$ cat config.mk
export PLATFORM = sky130hd
export DESIGN_NAME = minimig_sram_responder
export DESIGN_NICKNAME = d
export VERILOG_FILES = /design/src/rtl/minimig_sram_responder.sv
export SDC_FILE = /design/constraint.sdc
export NUM_CORES = 1
export LEC_CHECK = 0
export CAP_MARGIN = 20
export CORE_MARGIN = 5
export CORE_UTILIZATION = 30
export CTS_CLUSTER_SIZE = 30
export DETAILED_ROUTE_END_ITERATION = 12
export SLEW_MARGIN = 20
export SYNTH_ARGS = -nofsm -noshare
export SYNTH_HDL_FRONTEND = slang
export SYNTH_SLANG_ARGS = --single-unit
$ cat constraint.sdc
create_clock -name clk -period 2.2 [get_ports clk]
set_input_delay 0.22 -clock clk [delete_from_list [all_inputs] [get_ports clk]]
set_output_delay 0.22 -clock clk [all_outputs]
set_load 0.01 [all_outputs]
$ cat src/rtl/minimig_sram_responder.sv
// Board-side responder for the chipset SRAM bridge: captures async-SRAM-style
// accesses and services them from a synchronous backend over a req/ack handshake.
module minimig_sram_responder #(
   parameter int DEADLINE = 3
) (
   input  logic        clk,
   input  logic        _reset,
   input  logic        _oe,
   input  logic        _we,
   input  logic        _bhe,
   input  logic        _ble,
   input  logic [22:1] address,
   input  logic [15:0] data,
   output logic [15:0] ramdata,
   output logic        mem_req,
   output logic        mem_we,
   output logic [1:0]  mem_be,
   output logic [22:1] mem_addr,
   output logic [15:0] mem_wdata,
   input  logic [15:0] mem_rdata,
   input  logic        mem_ack,
   output logic        overrun
);

   typedef enum logic [1:0] {IDLE, REQ, DONE} state_t;

   localparam logic [3:0] DEADLINE_W = 4'(DEADLINE);

   state_t      state, state_next;
   logic        access;
   logic        is_write;
   logic        null_write;
   logic        changed;
   logic        capture;
   logic [2:0]  cnt;
   logic [3:0]  cnt_inc;

   always_ff @(posedge clk) begin
      if (!_reset) state <= IDLE;
      else         state <= state_next;
   end

   // A write with both byte lanes disabled is captured but never reaches the backend.
   always_comb begin
      access     = !_we || !_oe;
      is_write   = !_we;
      null_write = is_write && _bhe && _ble;
      changed    = (address != mem_addr) || (is_write != mem_we);
      cnt_inc    = {1'b0, cnt} + 4'd1;
      capture    = 1'b0;
      state_next = state;
      case (state)
         IDLE: begin
            if (access) begin
               capture    = 1'b1;
               state_next = null_write ? DONE : REQ;
            end
         end
         REQ: begin
            if (mem_ack) state_next = DONE;
         end
         DONE: begin
            if (!access) begin
               state_next = IDLE;
            end else if (changed) begin
               capture    = 1'b1;
               state_next = null_write ? DONE : REQ;
            end
         end
         default: state_next = IDLE;
      endcase
   end

   always_ff @(posedge clk) begin
      if (!_reset) begin
         mem_req   <= 1'b0;
         mem_we    <= 1'b0;
         mem_be    <= 2'b00;
         mem_addr  <= '0;
         mem_wdata <= '0;
         ramdata   <= '0;
         overrun   <= 1'b0;
         cnt       <= '0;
      end else if (capture) begin
         mem_addr  <= address;
         mem_wdata <= data;
         mem_we    <= is_write;
         mem_be    <= is_write ? {!_bhe, !_ble} : 2'b11;
         mem_req   <= !null_write;
         cnt       <= '0;
      end else if (state == REQ) begin
         if (mem_ack) begin
            mem_req <= 1'b0;
            if (!mem_we) ramdata <= mem_rdata;
         end else begin
            if (cnt != 3'd7) cnt <= cnt_inc[2:0];
            if (cnt_inc >= DEADLINE_W) overrun <= 1'b1;
         end
      end
   end

endmodule

* Word-level counts from Yosys, hierarchy flattened
Index checks and enable logic that the tools add are counted.
** Storage, ports and cells
- Bits in registers :: 64
- Input bits :: 61
- Output and inout bits :: 59
- Logic and storage cells :: 55
** Cells by class
- Add/sub/neg operators :: 1
- Multiplexer cells :: 14
- Bitwise logic cells :: 4
- Eq/ne operators :: 8
- $lt $le $gt $ge :: 1
- Reduce and logical (&&, ||, !) cells :: 18
** Operators with widths (number)
- $ne 22x22->1 :: 1
- $mux 2 :: 6
- $reduce_and 4->1 :: 2
- $mux 1 :: 6
- $ne 3x3->1 const B :: 2
- $pmux 2 s3 :: 1
- $reduce_and 3->1 :: 2
- $logic_not 1->1 :: 5
- $add 3x1->4 const B :: 1
- $ge 4x2->1 const B :: 1
- $ne 2x2->1 const B :: 2
- $not 1->1 :: 4
- $reduce_bool 2->1 :: 2
- $eq 2x1->1 const B :: 1
- $eq 2x2->1 const B :: 1
- $logic_and 1x1->1 :: 2
- $logic_not 2->1 :: 1
- $logic_or 1x1->1 :: 2
- $pmux 1 s2 :: 1
- $reduce_and 2->1 :: 1
- $reduce_or 2->1 :: 1
- $ne 1x1->1 :: 1

* Depth between registers and ports, before layout
Gate-level depths: netlist of run 1.
- Depth after elaboration :: 8
- Depth in mapped cells :: 7
- Mapped depth without buffers :: 5

* Least setup slack after synthesis of run 1
Ideal clock, no wire load.
- Kind :: register -> register
- Start point :: register mem_addr[5] (netlist bit)
- End point :: register mem_be[1]
- Path buffers :: 2
- Setup slack :: 0.203 ns
- Data required time :: 2.077 ns
- Library setup time :: 0.123 ns
- Stages on the path, launching flop included :: 8
- Arrival time :: 1.874 ns
- Period minus slack after synthesis :: 1.997 ns
- Cell sequence :: dfxtp_1 -> xor2_1 -> or4_4 -> nor4b_4 -> a21boi_2 -> buf_6 -> buf_12 -> mux2i_1
** On the way
- Cells in the longest elaborated chain, start to end :: 5
** RTL lines
- start, declared :: line 18 : output logic [22:1] mem_addr,
- start signal, assigned :: line 85 : mem_addr <= address;
- $ne 22x22->1 :: line 48 : changed = (address != mem_addr) || (is_write != mem_we);
- $logic_or 1x1->1 :: line 48
- $mux 1 :: line 65 : end else if (changed) begin
- $mux 1 :: line 63 : if (!access) begin
- $pmux 1 s2 :: line 52 : case (state)
- end signal, assigned :: line 88 : mem_be <= is_write ? {!_bhe, !_ble} : 2'b11;
- end, declared :: line 17 : output logic [1:0] mem_be,
Every way passes these cells.
A chain may end at the register's enable or synchronous reset.

* Worst setup path after layout of run 1
- Start point :: input port address[5] (netlist bit)
- End point :: register mem_wdata[13]
** On the way
- Cells in the longest elaborated chain, start to end :: 5
** RTL lines
- start, declared :: line 12 : input logic [22:1] address,
- $ne 22x22->1 :: line 48
- $logic_or 1x1->1 :: line 48
- $mux 1 :: line 65
- $mux 1 :: line 63
- $pmux 1 s2 :: line 52
- end signal, assigned :: line 86 : mem_wdata <= data;
- end, declared :: line 19 : output logic [15:0] mem_wdata,
Every way passes these cells.

==> metrics.txt, run 1 <==
CP max stage delay 550 ps; largest net degree at the start of global routing 40; Fin Clk Skew 8.080 ps; Power Dens Cells 664.4 nW/um^2; Inst Count DP 570; mapped cell area 2953 sq um; Die Footprint 11930 sq um; Ant. Diodes 0; Port Buffers 119; number of clock buffers inserted by TritonCTS 9; Reg2Reg Depth 6; post-synthesis compound-gate area fraction 0.07076; clock latency on the worst-skew pair 320 ps; Max Slew Vio Count 0; CTS tree yes; GRT Overall Usage 0.1301; CP startpoint kind input port; asr flop ratio synth 0; Max-Cap Viols 0; EDFF count, synth 0; H-tree depth 3; Post-Place Worst Slack -189.9 ps; largest family of logic cells by synthesized area simple AND/OR/NAND/NOR gates; Non-Filler Instances 586; critical path, cell by cell clkdlybuf4s50_1 > xor2_1 > or4_4 > nor4b_4 > a21boi_4 > buf_12 > mux2i_1; fraction of layout cells with a size suffix above 1 0.07506; Reg clk slew, reported paths 70 ps; wire length per cell 13.38 um; #FFs+latches synth 64; clk root buf clkbuf_8; commonest register cell after synthesis dfxtp_1; CP required 2400 ps; YS warnings 0; Boundary Pins 120; fin crit period 2051 ps; worst min-delay path class in2reg; final worst path period share 0.9321; Fin. Hold Viols 0; Layout Area Growth over Synthesis 51.23%; VDD IR max 0.3656 mV; hold slack 338.5 ps; Reg2Reg Capture Point mem_wdata[13]$_SDFFE_PN0P_; initial antenna violation count 0; CP Capture Point mem_wdata[13]$_SDFFE_PN0P_; reg2reg setup slack 160 ps; sequential cell area fraction in the yosys report 0.4339; Die Height 109.2 um; Via Count 2555; Post-Synth XOR/XNOR Area 0.07119; Power Total 2.967 mW; die width 109.2 um; outcome finished clean; Post-CTS Resized 0; CP bufs+invs 2; CP Class in2reg; Residual DRC 0; grt ovf 0; CTS Buffer Depth 2; Synth Area in Adders 0.008475; Cell variety after synth 35; Worst-Margin Slew 542.9 ps; Mapped Cells 328; Post-Synth Simple-Gate Area 0.2195; critical path's slowest cell or4_4; HPWL Detailed 5924 um; Post-layout nets 511; row count 36; vias per cell 4.360; Hold-fix buffers, CTS 0; Antenna Nets Post-Route 0; synthesized net count 391; fmax 0.4877 GHz; critical path fanouts, max 33; routability cong. 0.7522; CORE AREA 9684 sq um; headroom to the max-slew limit 0.6353; Pre-Repair DR Iteration Count 4; Total Routed Length 7838 um; vias in the first global route 2556; CTS sink cnt 64; first-pass GRT wire length 12190 um; Critical Path End Type flop; Lkg Pwr 1.805 nW; Worst R2R Start mem_addr[13]$_SDFFE_PN0P_; CP startpoint address[5]; RSZ-0062 raised after global routing false; Starting Density 0.3049; # setup viols final 0; data arrival time of the critical path 2250 ps; Post-CTS Setup Inserts 0; CP top delay family simple AND/OR/NAND/NOR gates; Initial DRC Count 129; post-synthesis mux area share 0.1424; average cell area after synthesis 9.003 sq um; Setup WS post-layout 149.5 ps; Crit. path cell count 7
## stage by stage
stage               setup TNS (ps)  utilization  area [sq um]
finish                           0       0.4611          4466
global route                     0       0.4611          4466
CTS                              0       0.4611          4466
detailed placement           -7503       0.4417          4278
global placement             -5935       0.4417          4278
floorplan                        0            -          2953
## per-layer routing
layer  global-route usage  vias to the layer above  wire (um)  part of all wire
met3              0.04914                       10        576             0.073
li1                     -                     1326          -                 -
met1               0.1635                     1133       3593              0.46
met2               0.2075                       86       3527              0.45
met5                    0                        -          0                 0
met4              0.03829                        0        141             0.018
## cell type report
class,count,area [sq um]
inverters,3,11.26
fillers,952,5219
flip-flops and latches,64,1281
well taps,133,166.4
clock inverters,6,60.06
clock buffers,10,127.6
multi-input cells,241,1520
repair buffers,129,1299
## cell usage after synthesis, drive strengths merged, types with 3 or more instances
| master | count | area [sq um] |
|---|---|---|
| inv | 3 | 11.26 |
| dfxtp | 64 | 1281 |
| buf | 5 | 91.34 |
| mux2i | 42 | 420.4 |
| o21ai | 6 | 30.02 |
| xor2 | 20 | 175.2 |
| xnor2 | 4 | 35.03 |
| nor4 | 8 | 50.05 |
| nor2 | 4 | 15.01 |
| clkbuf | 15 | 56.30 |
| a21boi | 17 | 131.4 |
| nand2 | 114 | 427.9 |
| nor3b | 3 | 37.54 |
## flip-flops by register name, summed over array words and instances, names as in the netlist
signal,count
ramdata,16
mem_req,1
mem_we,1
mem_addr,22
state,2
mem_wdata,16
cnt,3
overrun,1
mem_be,2
## worst min-delay path by stage
stage / start / to / slack [ps] / cells past startpoint
after floorplan: data[0] / mem_wdata[0]$_SDFFE_PN0P_ / 360 / 2
after global placement: mem_wdata[3]$_SDFFE_PN0P_ / mem_wdata[3]$_SDFFE_PN0P_ / 440 / 2
after detailed placement: mem_wdata[9]$_SDFFE_PN0P_ / mem_wdata[9]$_SDFFE_PN0P_ / 450 / 2
after CTS: _reset / mem_we$_SDFFE_PN0P_ / 320 / 3
after global routing: _reset / mem_wdata[9]$_SDFFE_PN0P_ / 330 / 3
final: _reset / mem_we$_SDFFE_PN0P_ / 340 / 3
## placed cells by master (no fill, tap or decap), types with 3 or more instances in the layout
cell,n
clkdlybuf4s50_1,118
nand2_1,114
dfxtp_1,64
mux2i_1,42
xor2_1,20
a21boi_0,16
clkbuf_8,9
nor4_1,8
buf_4,7
o21ai_0,5
nor2_1,4
xnor2_1,4
inv_1,3
nor3b_2,3
clkinv_2,3
buf_12,3
## worst reg2reg max path: stages, from the launching register on
cell	delay, ps
dfxtp_1	330
xor2_1	200
or4_4	540
nor4b_4	360
a21boi_4	110
buf_12	210
mux2i_1	170
## where the power goes
group	switching [mW]	internal (mW)	total, mW	leakage (nW)
clock network	0.437	0.517	0.955	0.0920
registers	0.0651	1.25	1.32	0.526
logic	0.305	0.392	0.697	1.19
## kinds of logic after synthesis
logic type | Yosys count
xor+xnor | 24
compound gates | 30
fa+ha+maj | 2
buf+inv | 23
mux | 42
simple gates | 143
flops | 64
Note: power is estimated with default switching activity, not from simulation.
==> run 2, diff against run 1 <==
--- a/config.mk
+++ b/config.mk
@@ -6,10 +6,10 @@
 export NUM_CORES = 1
 export LEC_CHECK = 0
 export CAP_MARGIN = 20
-export CORE_MARGIN = 5
 export CORE_UTILIZATION = 30
 export CTS_CLUSTER_SIZE = 30
 export DETAILED_ROUTE_END_ITERATION = 12
+export REMOVE_ABC_BUFFERS = 1
 export SLEW_MARGIN = 20
 export SYNTH_ARGS = -nofsm -noshare
 export SYNTH_HDL_FRONTEND = slang
==> metrics.txt, run 2 (synthesized netlist as in run 1, its figures left out) <==
outcome finished clean; data arrival time of the critical path 2270 ps; Lkg Pwr 1.822 nW; most common cell after layout, fill and taps aside clkdlybuf4s50_1; clock latency on the worst-skew pair 330 ps; H-tree depth 3; Worst-Margin Slew 680.0 ps; Max Slew Vio Count 0; Post-layout nets 511; die width 101.2 um; CP startpoint kind flop; Fin Clk Skew 5.583 ps; initial antenna violation count 0; largest net degree at the start of global routing 74; Initial DRC Count 46; Setup WS post-layout 185.9 ps; HPWL Detailed 5131 um; Max-Cap Viols 0; worst min-delay path class in2reg; wire length per cell 12.25 um; Residual DRC 0; Reg with most FFs mem_addr; Post-CTS Resized 0; row count 35; clk root buf clkbuf_8; final worst path period share 0.9155; headroom to the max-slew limit 0.5467; vias per cell 4.344; routability cong. 0.7419; Regs by FF count mem_addr: 22 flops, mem_wdata: 16 flops, ramdata: 16 flops; Fin. Hold Viols 0; Reg2Reg Depth 6; Critical Path End Type flop; critical path fanouts, max 17; Die Height 101.2 um; Post-Place Worst Slack -150.8 ps; CORE AREA 9371 sq um; grt ovf 0; most frequent cells in the layout clkdlybuf4s50_1, nand2_1, dfxtp_1; VDD IR max 0.2976 mV; Port Buffers 119; CP Class reg2reg; Antenna Nets Post-Route 0; Die Footprint 10240 sq um; Worst Hold Depth 3; fin crit period 2014 ps; first-pass GRT wire length 11410 um; GRT Overall Usage 0.1424; fmax 0.4965 GHz; Power Total 3.104 mW; # setup viols final 0; Via Count 2528; fraction of layout cells with a size suffix above 1 0.07064; Largest register FFs 22; Pre-Repair DR Iteration Count 4; CTS sink cnt 64; CP required 2460 ps; Total Routed Length 7131 um; Starting Density 0.3151; Boundary Pins 120; number of clock buffers inserted by TritonCTS 9; Ant. Diodes 0; Post-CTS Setup Inserts 0; CTS tree yes; RSZ-0062 raised after global routing false; Hold-fix buffers, CTS 0; vias in the first global route 2452; Power Dens Cells 691.4 nW/um^2; Layout Area Growth over Synthesis 52.03%; CTS Buffer Depth 2; Reg clk slew, reported paths 70 ps
[run 2: cell count changes in the layout (fill, tap and decap cells not counted), sizes merged]
cell,before,now
clkbuf,10,13
clkinv,3,1
clkinvlp,2,0
bufinv,1,2
[run 2: final cells by class]
class	count	area [sq um]
fillers	952	4882
repair buffers	129	1301
clock inverters	3	65.06
inverters	3	11.26
clock buffers	13	148.9
flip-flops and latches	64	1281
multi-input cells	241	1520
well taps	129	161.4
[run 2: critical path, stage by stage (launching register included)]
cell	delay (ps)
dfxtp_1	330
xor2_1	180
or4_4	550
nor4b_4	370
a21boi_4	140
buf_12	190
nor3b_2	180
[run 2: worst paths after layout]
path / start / slack (ps) / endpoint
worst max-delay path: mem_addr[5]$_SDFFE_PN0P_ / 190 / cnt[2]$_SDFFE_PP0P_
worst min-delay path: _reset / 430 / state[0]$_SDFFE_PN0P_
worst max register to register: mem_addr[5]$_SDFFE_PN0P_ / 190 / cnt[2]$_SDFFE_PP0P_
worst min register to register: mem_wdata[8]$_SDFFE_PN0P_ / 460 / mem_wdata[8]$_SDFFE_PN0P_
[run 2: through the flow]
step | instances | TNS (ps) | cell area [sq um] | util | hold WS (ps)
floorplan | 308 | -32540 | 2805 | - | 327.0
global placement | 566 | -4008 | 4275 | 0.4562 | 445.0
detailed placement | 566 | -5669 | 4275 | 0.4562 | 451.5
CTS | 582 | 0 | 4489 | 0.4790 | 413.9
global route | 582 | 0 | 4489 | 0.4790 | 430.3
finish | 582 | 0 | 4489 | 0.4790 | 430.5
[run 2: power breakdown]
group,leakage [nW],switching [mW],internal (mW)
sequential,0.526,0.0648,1.25
combinational,1.19,0.294,0.398
clock,0.108,0.427,0.669
total,1.82,0.787,2.32
[run 2: layer usage]
metal  routed length (um)  up-vias  track usage  part of all wire
met3                  657        9      0.05452             0.092
li1                     -     1322            -                 -
met1                 3361     1107       0.1750              0.47
met4                   89        0      0.05686             0.012
met5                    0        -            0                 0
met2                 3023       90       0.2245              0.42
==> run 3, diff against run 2 <==
--- a/config.mk
+++ b/config.mk
@@ -9,6 +9,7 @@
 export CORE_UTILIZATION = 30
 export CTS_CLUSTER_SIZE = 30
 export DETAILED_ROUTE_END_ITERATION = 12
+export GPL_TIMING_DRIVEN = 0
 export REMOVE_ABC_BUFFERS = 1
 export SLEW_MARGIN = 20
 export SYNTH_ARGS = -nofsm -noshare
==> metrics.txt, run 3 (synthesized netlist as in run 1, its figures left out) <==
outcome finished clean; largest net degree at the start of global routing 85; Post-layout nets 509; Die Height 101.2 um; clk root buf clkbuf_8; initial antenna violation count 0; # setup viols final 0; CP startpoint address[5]; Fin. Hold Viols 0; CTS Buffer Depth 2; row count 35; clock latency on the worst-skew pair 330 ps; CP Class in2reg; Pre-Repair DR Iteration Count 4; Regs by FF count mem_addr: 22 flops, mem_wdata: 16 flops, ramdata: 16 flops; Via Count 2568; CP max stage delay 550 ps; hold_sp _reset; CTS tree yes; most frequent cells in the layout clkdlybuf4s50_1, nand2_1, dfxtp_1; Residual DRC 0; CP required 2420 ps; Layout Area Growth over Synthesis 54.07%; fraction of layout cells with a size suffix above 1 0.07333; Initial DRC Count 54; fin crit period 2139 ps; Non-Filler Instances 579; Max-Cap Viols 0; Power Total 3.173 mW; post-route cell area 4549 sq um; Port Buffers 119; Fill cells 935; most common cell after layout, fill and taps aside clkdlybuf4s50_1; Antenna Nets Post-Route 0; hold slack 268.8 ps; Worst-Margin Slew 527.5 ps; routability cong. 0.7486; Power Dens Cells 697.5 nW/um^2; Critical Path End Type flop; critical path fanouts, max 16; M1 GR Usage 0.1827; Max Slew Vio Count 0; Hold-fix buffers, CTS 0; VDD IR max 0.3276 mV; grt ovf 0; HPWL Detailed 5207 um; Worst R2R Start mem_addr[5]$_SDFFE_PN0P_; Reg with most FFs mem_addr; CORE AREA 9371 sq um; placed inst area 4273 sq um; first-pass GRT wire length 11500 um; Setup TNS Final 0 ps; Boundary Pins 120; vias in the first global route 2385; Total Routed Length 7288 um; worst min-delay path class in2reg; critical path, cell by cell clkdlybuf4s50_1 > xor2_1 > or4_4 > nor4b_4 > a21boi_4 > buf_12 > buf_16 > mux2i_2; final worst path period share 0.9723; Die Footprint 10240 sq um; Reg clk slew, reported paths 70 ps; Largest register FFs 22; wire length per cell 12.59 um; number of clock buffers inserted by TritonCTS 9; die width 101.2 um; Lkg Pwr 1.843 nW; Starting Density 0.3151; data arrival time of the critical path 2360 ps; CTS sink cnt 64; M3 GR Usage 0.04417; Fin Clk Skew 11.50 ps; vias per cell 4.435; CP startpoint kind input port; Ant. Diodes 0; headroom to the max-slew limit 0.6456; Inst Count DP 560; critical path's slowest cell or4_4; GRT Overall Usage 0.1439; busiest grt layer met2; global-route met2 utilization 0.2297; fmax 0.4675 GHz; H-tree depth 3
==> run 3: critical path: cells and delay by family <==
| family | cells | cell delay, ps |
|---|---|---|
| buffers and inverters | 3 | 760 |
| xor gates and xnor gates | 1 | 180 |
| muxes | 1 | 150 |
| and+or+nand+nor | 2 | 920 |
| AOI/OAI and AO/OA | 1 | 120 |
==> run 3: cell type report <==
cell class | instances | area, sq um | area share
Clock buffer | 12 | 155.1 | 0.03410
Clock inverter | 3 | 65.06 | 0.01430
Inverter | 3 | 11.26 | 0.002475
Multi-Input combinational cell | 241 | 1524 | 0.3350
Sequential cell | 64 | 1282 | 0.2819
Tap cell | 129 | 161.4 | 0.03548
Timing Repair Buffer | 127 | 1350 | 0.2968
==> run 3: per-layer routing <==
layer | part of all wire | wire (um)
met3 | 0.082 | 595
met4 | 0.012 | 91
met5 | 0 | 0
met2 | 0.44 | 3215
met1 | 0.46 | 3385
==> run 3: timing repair <==
action / CTS / global route
endpoints found under the setup margin: 14 / 30
buffers inserted: 1 / 2
pin swaps: 2 / 2
gates resized for setup: 1 / 3
==> run 3: path summary, 6_finish.rpt <==
| check | to | slack (ps) | depth (start not counted) |
|---|---|---|---|
| setup / recovery | mem_addr[18]$_SDFFE_PN0P_ | 60 | 8 |
| hold / removal | ramdata[15]$_SDFFE_PN0P_ | 270 | 2 |
| setup reg to reg | mem_addr[18]$_SDFFE_PN0P_ | 70 | 7 |
| hold reg to reg | mem_be[1]$_SDFFE_PN0P_ | 460 | 2 |
==> run 3: power by group <==
| part | leakage (nW) | internal, mW | switching (mW) |
|---|---|---|---|
| Clock | 0.112 | 0.693 | 0.440 |
| Sequential | 0.526 | 1.25 | 0.0644 |
| Combinational | 1.20 | 0.422 | 0.303 |
| Total | 1.84 | 2.37 | 0.807 |
==> run 3: through the flow <==
stage	utilization	setup WS, ps
floorplan	-	-746.1
global placement	0.4437	-2016
finish	0.4854	60.95
global route	0.4854	-14.38
detailed placement	0.4559	-425.6
CTS	0.4814	55.02
